===== src/rtl/nano_dsi_data_pkg.sv =====
// Shared DSI lane definitions: state encodings, timer trigger, sync/EoTp bytes, LP levels.
// Used by the data lane, its timer and the byte-stream interface.
package nano_dsi_data_pkg;

   localparam int unsigned BYTE_W    = 8;
   localparam int unsigned BIT_CNT_W = 3;
   localparam int unsigned STATE_W   = 3;
   localparam int unsigned EOTP_IDX_W = 2;

   localparam logic [STATE_W-1:0] ST_LP11     = 3'd0;
   localparam logic [STATE_W-1:0] ST_LP01     = 3'd1;
   localparam logic [STATE_W-1:0] ST_LP00     = 3'd2;
   localparam logic [STATE_W-1:0] ST_HS_ZERO  = 3'd3;
   localparam logic [STATE_W-1:0] ST_HS_SYNC  = 3'd4;
   localparam logic [STATE_W-1:0] ST_HS_DATA  = 3'd5;
   localparam logic [STATE_W-1:0] ST_EOTP     = 3'd6;
   localparam logic [STATE_W-1:0] ST_HS_TRAIL = 3'd7;

   localparam logic [BYTE_W-1:0] TIMER_TRIG = 8'h80;
   localparam logic [BYTE_W-1:0] SYNC_BYTE  = 8'hB8;

   // LP pairs are {Dp, Dn}
   localparam logic [1:0] LP_11 = 2'b11;
   localparam logic [1:0] LP_01 = 2'b01;
   localparam logic [1:0] LP_00 = 2'b00;

   typedef struct packed {
      logic [BYTE_W-1:0] data;
      logic              last;
   } dsi_beat_t;

   function automatic logic [BYTE_W-1:0] eotp_byte(input logic [EOTP_IDX_W-1:0] idx);
      logic [BYTE_W-1:0] b;
      case (idx)
         2'd0:    b = 8'h08;
         2'd1:    b = 8'h0F;
         2'd2:    b = 8'h0F;
         default: b = 8'h01;
      endcase
      return b;
   endfunction

endpackage


===== src/rtl/nano_dsi_data_if.sv =====
// Payload byte stream from the packet builder to the data lane (valid/ready).
interface nano_dsi_data_if;
   import nano_dsi_data_pkg::*;

   dsi_beat_t in_beat;
   logic      in_valid;
   logic      in_ready;

   modport master (output in_beat, output in_valid, input in_ready);
   modport slave  (input in_beat, input in_valid, output in_ready);

endinterface


===== src/rtl/nano_dsi_lane_timer.sv =====
// Lane dwell timer: load on state entry, decrement each cycle, trigger on bit 7.
module nano_dsi_lane_timer
   import nano_dsi_data_pkg::*;
(
   input  logic              clk,
   input  logic              rst,
   input  logic              load_i,
   input  logic [BYTE_W-1:0] load_val_i,
   output logic              trig_o
);

   logic [BYTE_W-1:0] cnt_q, cnt_d;

   always_comb begin
      cnt_d = load_i ? load_val_i : cnt_q - 8'd1;
   end

   always_ff @(posedge clk) begin
      if (rst) cnt_q <= '0;
      else     cnt_q <= cnt_d;
   end

   assign trig_o = (cnt_q & TIMER_TRIG) != '0;

endmodule


===== src/rtl/nano_dsi_data.sv =====
// DSI data-lane driver: LP-11/01/00 HS entry, HS-zero, sync, LSB-first payload, HS-trail.
// Build option NANO_DSI_DATA_EOTP_EN appends the EoT short packet before the trail.
module nano_dsi_data
   import nano_dsi_data_pkg::*;
(
   input  logic              clk,
   input  logic              rst,
   output logic              data_lp_p,
   output logic              data_lp_n,
   output logic              data_hs_p,
   output logic              data_hs_n,
   output logic              data_hs_oe,
   input  logic              clk_sync,
   input  logic              pkt_req,
   output logic              pkt_busy,
   nano_dsi_data_if.slave    in_bus,
   output logic              err_underrun,
   input  logic [BYTE_W-1:0] cfg_lpx,
   input  logic [BYTE_W-1:0] cfg_hs_prep,
   input  logic [BYTE_W-1:0] cfg_hs_zero,
   input  logic [BYTE_W-1:0] cfg_hs_trail
);

   logic [STATE_W-1:0]   state_q, state_d;
   logic [BYTE_W-1:0]    sh_q, sh_d;
   logic [BIT_CNT_W-1:0] cnt_q, cnt_d;
   logic                 last_q, last_d;
   logic                 bit_q, bit_d;
   logic                 err_q, err_d;
   logic                 busy_q, busy_d;
   logic                 rdy_q, rdy_d;
`ifdef NANO_DSI_DATA_EOTP_EN
   logic [EOTP_IDX_W-1:0] eidx_q, eidx_d;
`endif
   logic [1:0]           lp_q, lp_d;
   logic                 oe_q, oe_d, hs_q, hs_d, hsn_q, hsn_d;
   logic                 tmr_load, tmr_trig;
   logic [BYTE_W-1:0]    tmr_val;

   nano_dsi_lane_timer u_timer (
      .clk        (clk),
      .rst        (rst),
      .load_i     (tmr_load),
      .load_val_i (tmr_val),
      .trig_o     (tmr_trig)
   );

   // Next state, byte fetch and the values for the registered IO
   always_comb begin
      state_d = state_q;
      sh_d    = sh_q;
      cnt_d   = cnt_q;
      last_d  = last_q;
      bit_d   = bit_q;
      err_d   = err_q;
`ifdef NANO_DSI_DATA_EOTP_EN
      eidx_d  = eidx_q;
`endif
      case (state_q)
         ST_LP11:    if (pkt_req)  state_d = ST_LP01;
         ST_LP01:    if (tmr_trig) state_d = ST_LP00;
         ST_LP00:    if (tmr_trig) state_d = ST_HS_ZERO;
         ST_HS_ZERO: if (tmr_trig && !clk_sync) begin
            state_d = ST_HS_SYNC;
            sh_d    = SYNC_BYTE;
            cnt_d   = '0;
         end
         ST_HS_SYNC, ST_HS_DATA: begin
            bit_d = sh_q[0];
            if (cnt_q != 3'd7) begin
               sh_d  = sh_q >> 1;
               cnt_d = cnt_q + 3'd1;
            end else if (state_q == ST_HS_DATA && last_q) begin
`ifdef NANO_DSI_DATA_EOTP_EN
               state_d = ST_EOTP;
               sh_d    = eotp_byte(2'd0);
               cnt_d   = '0;
               eidx_d  = '0;
`else
               state_d = ST_HS_TRAIL;
`endif
            end else if (in_bus.in_valid) begin
               state_d = ST_HS_DATA;
               sh_d    = in_bus.in_beat.data;
               last_d  = in_bus.in_beat.last;
               cnt_d   = '0;
            end else begin
               err_d   = 1'b1;
               state_d = ST_HS_TRAIL;
            end
         end
`ifdef NANO_DSI_DATA_EOTP_EN
         ST_EOTP: begin
            bit_d = sh_q[0];
            if (cnt_q != 3'd7) begin
               sh_d  = sh_q >> 1;
               cnt_d = cnt_q + 3'd1;
            end else if (eidx_q == 2'd3) begin
               state_d = ST_HS_TRAIL;
            end else begin
               eidx_d = eidx_q + 2'd1;
               sh_d   = eotp_byte(eidx_q + 2'd1);
               cnt_d  = '0;
            end
         end
`endif
         ST_HS_TRAIL: if (tmr_trig) state_d = ST_LP11;
         default:     state_d = ST_LP11;
      endcase

      busy_d = state_d != ST_LP11;
      // Ready is precomputed so it sits high exactly on the fetch cycle (bit 7)
      rdy_d  = (state_d == ST_HS_SYNC || (state_d == ST_HS_DATA && !last_d)) && cnt_d == 3'd7;

      tmr_load = state_d != state_q;
      case (state_d)
         ST_LP01:     tmr_val = cfg_lpx;
         ST_LP00:     tmr_val = cfg_hs_prep;
         ST_HS_ZERO:  tmr_val = cfg_hs_zero;
         ST_HS_TRAIL: tmr_val = cfg_hs_trail;
         default:     tmr_val = '0;
      endcase

      lp_d = LP_00;
      oe_d = 1'b1;
      hs_d = 1'b0;
      case (state_q)
         ST_LP11: begin lp_d = LP_11; oe_d = 1'b0; end
         ST_LP01: begin lp_d = LP_01; oe_d = 1'b0; end
         ST_LP00: oe_d = 1'b0;
         ST_HS_SYNC, ST_HS_DATA, ST_EOTP: hs_d = sh_q[0];
         ST_HS_TRAIL: hs_d = ~bit_q;
         default: hs_d = 1'b0;
      endcase
      hsn_d = oe_d & ~hs_d;
   end

   always_ff @(posedge clk) begin
      if (rst) begin
         state_q <= ST_LP11;
         sh_q    <= '0;
         cnt_q   <= '0;
         last_q  <= 1'b0;
         bit_q   <= 1'b0;
         err_q   <= 1'b0;
         busy_q  <= 1'b0;
         rdy_q   <= 1'b0;
`ifdef NANO_DSI_DATA_EOTP_EN
         eidx_q  <= '0;
`endif
      end else begin
         state_q <= state_d;
         sh_q    <= sh_d;
         cnt_q   <= cnt_d;
         last_q  <= last_d;
         bit_q   <= bit_d;
         err_q   <= err_d;
         busy_q  <= busy_d;
         rdy_q   <= rdy_d;
`ifdef NANO_DSI_DATA_EOTP_EN
         eidx_q  <= eidx_d;
`endif
      end
   end

   // IO flops follow the state one cycle late; reset reaches them through the state
   always_ff @(posedge clk) begin
      lp_q  <= lp_d;
      oe_q  <= oe_d;
      hs_q  <= hs_d;
      hsn_q <= hsn_d;
   end

   assign data_lp_p       = lp_q[1];
   assign data_lp_n       = lp_q[0];
   assign data_hs_oe      = oe_q;
   assign data_hs_p       = hs_q;
   assign data_hs_n       = hsn_q;
   assign pkt_busy        = busy_q;
   assign err_underrun    = err_q;
   assign in_bus.in_ready = rdy_q;

endmodule


===== src/flat_wrapper.sv =====
// flat-port wrapper written by rule: the top's interface ports become plain ports
module nano_dsi_data_flat import nano_dsi_data_pkg::*;
  (clk, rst, data_lp_p, data_lp_n, data_hs_p, data_hs_n, data_hs_oe, clk_sync, pkt_req, pkt_busy, err_underrun, cfg_lpx, cfg_hs_prep, cfg_hs_zero, cfg_hs_trail, in_bus_in_beat, in_bus_in_valid, in_bus_in_ready);
  nano_dsi_data_if in_bus_i ();
  input  logic clk;
  input  logic rst;
  output logic data_lp_p;
  output logic data_lp_n;
  output logic data_hs_p;
  output logic data_hs_n;
  output logic data_hs_oe;
  input  logic clk_sync;
  input  logic pkt_req;
  output logic pkt_busy;
  output logic err_underrun;
  input  logic [BYTE_W-1:0] cfg_lpx;
  input  logic [BYTE_W-1:0] cfg_hs_prep;
  input  logic [BYTE_W-1:0] cfg_hs_zero;
  input  logic [BYTE_W-1:0] cfg_hs_trail;
  input wire logic [$bits(in_bus_i.in_beat)-1:0] in_bus_in_beat;
  input wire logic [$bits(in_bus_i.in_valid)-1:0] in_bus_in_valid;
  output wire logic [$bits(in_bus_i.in_ready)-1:0] in_bus_in_ready;
  assign in_bus_i.in_beat = in_bus_in_beat;
  assign in_bus_i.in_valid = in_bus_in_valid;
  assign in_bus_in_ready = in_bus_i.in_ready;
  nano_dsi_data u_core (.clk(clk), .rst(rst), .data_lp_p(data_lp_p), .data_lp_n(data_lp_n), .data_hs_p(data_hs_p), .data_hs_n(data_hs_n), .data_hs_oe(data_hs_oe), .clk_sync(clk_sync), .pkt_req(pkt_req), .pkt_busy(pkt_busy), .in_bus(in_bus_i), .err_underrun(err_underrun), .cfg_lpx(cfg_lpx), .cfg_hs_prep(cfg_hs_prep), .cfg_hs_zero(cfg_hs_zero), .cfg_hs_trail(cfg_hs_trail));
endmodule

===== config.mk =====
export PLATFORM = sky130hd
export DESIGN_NAME = nano_dsi_data_flat
export DESIGN_NICKNAME = d
export VERILOG_FILES = /design/src/rtl/nano_dsi_data_pkg.sv /design/src/rtl/nano_dsi_data_if.sv /design/src/rtl/nano_dsi_lane_timer.sv /design/src/rtl/nano_dsi_data.sv /design/src/flat_wrapper.sv
export SDC_FILE = /design/constraint.sdc
export NUM_CORES = 1
export LEC_CHECK = 0
export BUFFER_PORTS_ARGS = -buffer_cell sky130_fd_sc_hd__buf_2
export CELL_PAD_IN_SITES_DETAIL_PLACEMENT = 1
export CELL_PAD_IN_SITES_GLOBAL_PLACEMENT = 1
export CORE_UTILIZATION = 41
export CTS_CLUSTER_DIAMETER = 120
export DETAILED_ROUTE_END_ITERATION = 8
export PLACE_DENSITY = 0.81
export SLEW_MARGIN = 5
export SYNTH_ARGS = -nofsm -noshare
export SYNTH_HDL_FRONTEND = slang
export SYNTH_SLANG_ARGS = --single-unit

===== constraint.sdc =====
create_clock -name clk -period 4.1 [get_ports clk]
set_input_delay 0.41 -clock clk [delete_from_list [all_inputs] [get_ports clk]]
set_output_delay 0.41 -clock clk [all_outputs]
set_load 0.05 [all_outputs]

# After elaboration in Yosys (flattened, before gate mapping)

Index checks and enable logic that the tools add are counted.

Output and inout port bits: 8
Bits in registers: 32
Bits of input ports: 46

Reduce and logical (&&, ||, !) cells: 15
$add $sub $neg: 2
Bitwise gates (word level): 6
Equal/unequal tests: 19
Multiplexer cells: 28

Operator list:

| cell                | number |
|---|---|
| $mux 8              | 5 |
| $mux 3              | 11 |
| $pmux 8 s4          | 1 |
| $eq 3x3->1 const B  | 8 |
| $pmux 3 s6          | 1 |
| $pmux 8 s2          | 1 |
| $eq 3x2->1 const B  | 4 |
| $reduce_and 4->1    | 2 |
| $sub 8x1->8 const B | 1 |
| $eq 3x1->1 const B  | 2 |
| $ne 3x2->1 const B  | 2 |
| $pmux 3 s2          | 1 |
| $reduce_or 3->1     | 2 |
| $mux 1              | 5 |
| $not 1->1           | 5 |
| $logic_and 1x1->1   | 4 |
| $pmux 2 s2          | 1 |
| $add 3x1->3 const B | 1 |
| $logic_not 3->1     | 1 |
| $ne 3x3->1          | 1 |
| $ne 3x3->1 const B  | 1 |
| $reduce_bool 3->1   | 1 |
| $logic_not 1->1     | 2 |
| $mux 2              | 1 |
| other kinds (6)     | 6 |

# Logic depth before layout (Yosys ltp)

Depth in word-level cells: 9
Depth in mapped cells: 9
Gate-level depth less buffers: 8

# By module

Synthesis repeated with hierarchy kept, for this count alone.

Cells, all modules: 199
Area total of the unflattened synthesis: 1815.5 um^2

By module, submodules not included:

| module              | cells each | sequential area each (um^2) | area an instance (um^2) | times used |
|---|---|---|---|---|
| nano_dsi_data       | 153        | 480.5                       | 1423.9                  | 1 |
| nano_dsi_lane_timer | 46         | 160.2                       | 391.6                   | 1 |

# Worst setup path after synthesis

No wires, ideal clock.

Path kind: register -> register
Start: register u_core.cnt_q[0]
End: register u_core.u_timer.cnt_q[6]
Stages on the path, launching flop included: 9
Slack: 1997 ps
Setup time: 134 ps
Arrival: 1968 ps
Path through: dfxtp_1 > ha_1 > ha_1 > and3b_1 > a32oi_2 > nand2_4 > mux2_1 > a32oi_1 > o22ai_1

Longest elaborated chain between the ends: 6
Elaborated cells on any way between the ends: 10

Ends and longest elaborated chain:

| item                                     | line                      | RTL |
|---|---|---|
| start: declaration                       | nano_dsi_data.sv:26       | `logic [BIT_CNT_W-1:0] cnt_q, cnt_d;` |
| start signal: assignment                 | nano_dsi_data.sv:154      | `cnt_q <= cnt_d;` |
| $ne 3x3->1 (*)                           | nano_dsi_data.sv:70       | `if (cnt_q != 3'd7) begin` |
| $mux 3 (*)                               | nano_dsi_data.sv:70       |  |
| $pmux 3 s6 (*)                           | nano_dsi_data.sv:59       | `case (state_q)` |
| $eq 3x3->1, or another cell as far along | nano_dsi_data.sv:116      | `case (state_d)` |
| $pmux 8 s4                               | nano_dsi_data.sv:116      |  |
| $mux 8 (*)                               | nano_dsi_lane_timer.sv:15 | `cnt_d = load_i ? load_val_i : cnt_q - 8'd1;` |
| end signal: assignment                   | nano_dsi_lane_timer.sv:20 | `else cnt_q <= cnt_d;` |
| end: declaration                         | nano_dsi_lane_timer.sv:12 | `logic [BYTE_W-1:0] cnt_q, cnt_d;` |

Every way passes the cells marked *; elsewhere a longest branch is shown, timed or not.
A chain may end at the register's enable or synchronous reset.

# Final worst setup path

Same ends and word-level chain as after synthesis.

==> qor.txt <==
Final WL -> 5208 um
Die W -> 70.64 um
Hold WC Path Type -> in -> reg
Vias -> 1794
Routability cong. -> 0.7989
Largest net degree at the start of global routing -> 22
Pwr dens -> 466.3 nW/um^2
Clk_skew -> 0.005388 ns
ANT nets after route -> 0
Clock share of power -> 0.251
ANT cells -> 0
Sequential area share after synthesis -> 0.3316
RSZ-0062 raised after global routing -> no
Final Util -> 0.5115
Count of pins over their slew limit -> 0
Setup tns final -> 0 ns
EDFF count, synth -> 0
IO buf count -> 53
Ys flop type -> dfxtp_1
Period utilization -> 0.6875
Critical Path Sink Type -> flop
Synth async-reset ratio -> 0
Vias in the first global route -> 1711
Critical Path RT -> 4.25 ns
Gr ovfl total -> 0
Vias/cell -> 5.659
Commonest non-fill, non-tap cell in the layout -> buf_2
Area leader, netlist -> dfxtp_1
Post-synth top area share -> 0.3316
PnR worst setup slack -> 1.281 ns
DP Worst Slack -> 1.306 ns
Core area -> 4444 um^2
Peak VDD IR -> 0.3184 mV
YS warnings -> 0
CTS sink cnt -> 32
Top cells by area, synth -> dfxtp_1, mux2i_1, a21oi_1
Clk_lat worst skew -> 0.29 ns
Max transition margin -> 0.3819
Post-route minimum period -> 2.819 ns
Logic pwr share -> 0.376
Fin nets -> 314
CTS resizes -> 0
Syn-to-layout area delta -> 17.68%
WP data arrival -> 2.97 ns
Status -> finished, violations left
Share of post-route cells with drive strength above 1 -> 0.2943
Die ar. -> 4990 um^2
# H-tree levels -> 2
R2R setup slack -> 1.28 ns
DRC -> 10
Sequential Power Share -> 0.373
Postcts setup bufs -> 0
Wirelength per Cell -> 16.43 um
Initial DRC Count -> 96
Drt pass-1 iters -> 6
Post-synthesis area per instance -> 8.821 um^2
Clk pin slew, worst setup/hold paths -> 0.07 ns
Violated checks -> design-rule violations
Global-route wire length before repair -> 8445 um
Most frequent cells in the layout -> buf_2, dfxtp_1, a21oi_1
Crit path kind -> reg -> reg
Pint -> 0.0006725 W
Slew @ Worst Pin -> 0.9272 ns
CTS tree -> yes
Sw Pwr -> 0.0003875 W
DPL Wire Length -> 3844 um
DIE HEIGHT -> 70.64 um
Worst Path Max Fanout -> 14
Total CTS buffers -> 5
Synthesized flop and latch total -> 32
CTS root buf -> clkbuf_8
Max-Cap Viols -> 0
Leak Pwr -> 0.9624 nW
Switching portion of total power -> 0.3655
Initial antenna violation count -> 0
Worst setup SP type -> flop
Count of cell types in the netlist -> 53
Row count -> 24
GRT Total Usage -> 0.2191
Clock Path Buffers -> 2
Final Hold Fails -> 0
Mapped Cells -> 219
# IOs -> 54
Syn nets -> 268
Final setup violation count -> 0
Initial core utilization -> 0.4347
Hold-fix buffers at CTS -> 0
Mapped cell area -> 1932 um^2
Max Freq -> 354.7 MHz
## state kept, by name, summed over array words and instances, names as in the netlist
| signal | flops |
|---|---|
| u_core.state_q | 3 |
| u_core.pkt_busy | 1 |
| u_core.data_hs_n | 1 |
| u_core.data_hs_p | 1 |
| u_core.lp_q | 2 |
| u_core.u_timer.cnt_q | 8 |
| u_core.cnt_q | 3 |
| u_core.in_bus.in_ready | 1 |
| u_core.sh_q | 8 |
| u_core.last_q | 1 |
| u_core.err_underrun | 1 |
| u_core.data_hs_oe | 1 |
| u_core.bit_q | 1 |
## synth_stat cells (all sizes together), types with 7 or more instances
| master | number |
|---|---|
| nand3 | 8 |
| dfxtp | 32 |
| mux2i | 10 |
| a21oi | 18 |
| nor3 | 9 |
| mux2 | 7 |
| o22ai | 9 |
| nand4 | 7 |
| nor2 | 17 |
| o211a | 7 |
| nand2 | 16 |
| buf | 12 |
| inv | 18 |
## logic make-up (layout without fill, tap and decap cells)
logic type / count (synthesis) / count (layout) / synth area share
fa+ha+maj: 3 / 3 / 0.01943
compound gates: 56 / 56 / 0.2422
flops: 32 / 32 / 0.3316
mux: 17 / 17 / 0.09262
xor+xnor: 6 / 6 / 0.02720
buf+inv: 32 / 78 / 0.07901
simple gates: 73 / 73 / 0.2079
## cell type report
cell class,count,area [um^2]
repair buffers,53,265.3
multi-input cells,155,1139
flip-flops and latches,32,640.6
clock buffers,7,96.34
inverters,18,67.56
fillers,560,2171
well taps,52,65.06
## stage by stage
stage                     std cells  hold slack [ns]  area (um^2)   power, W
final                           317           0.4308         2273   0.001060
after global routing            317           0.4396         2273   0.001115
after CTS                       317           0.4294         2273   0.001065
after detailed placement        310           0.4592         2177  0.0007942
after global placement          310           0.4458         2177  0.0007860
after floorplan                 219           0.4367         1932  0.0007074
## critical path, stage by stage, from the launching register on
cell and delay (ns):
dfxtp_1 0.38, ha_1 0.18, ha_1 0.58, and3b_1 0.38, nand2_1 0.12, o311a_1 0.14
o22ai_1 0.30, nand2b_1 0.45, o22ai_1 0.16
## metal layers
layer	track usage	vias to the layer above	wire length, um
li1	-	882	-
met1	0.2793	877	2420
met2	0.3700	28	2578
met3	0.04701	7	145
met4	0.07333	0	64
met5	0	-	0
## power groups by stage
stage	Combinational, W	Sequential (W)	Clock, W
4_1_cts	0.000398	0.000395	0.000272
5_1_grt	0.000426	0.000401	0.000288
6_report	0.000399	0.000395	0.000266
3_5_place_dp	0.000394	0.000401	0
2_1_floorplan	0.000306	0.000401	0
3_3_place_gp	0.000386	0.000400	0
## path summary, 6_finish.rpt
check	end	start	depth (start not counted)
hold / removal	u_core.sh_q[7]	in_bus_in_beat[8]	3
setup / recovery	u_core.u_timer.cnt_q[6]	u_core.cnt_q[0]	8
setup reg to reg	u_core.u_timer.cnt_q[6]	u_core.cnt_q[0]	8
hold reg to reg	u_core.bit_q	u_core.bit_q	2
Note: power is estimated with default switching activity, not from simulation.
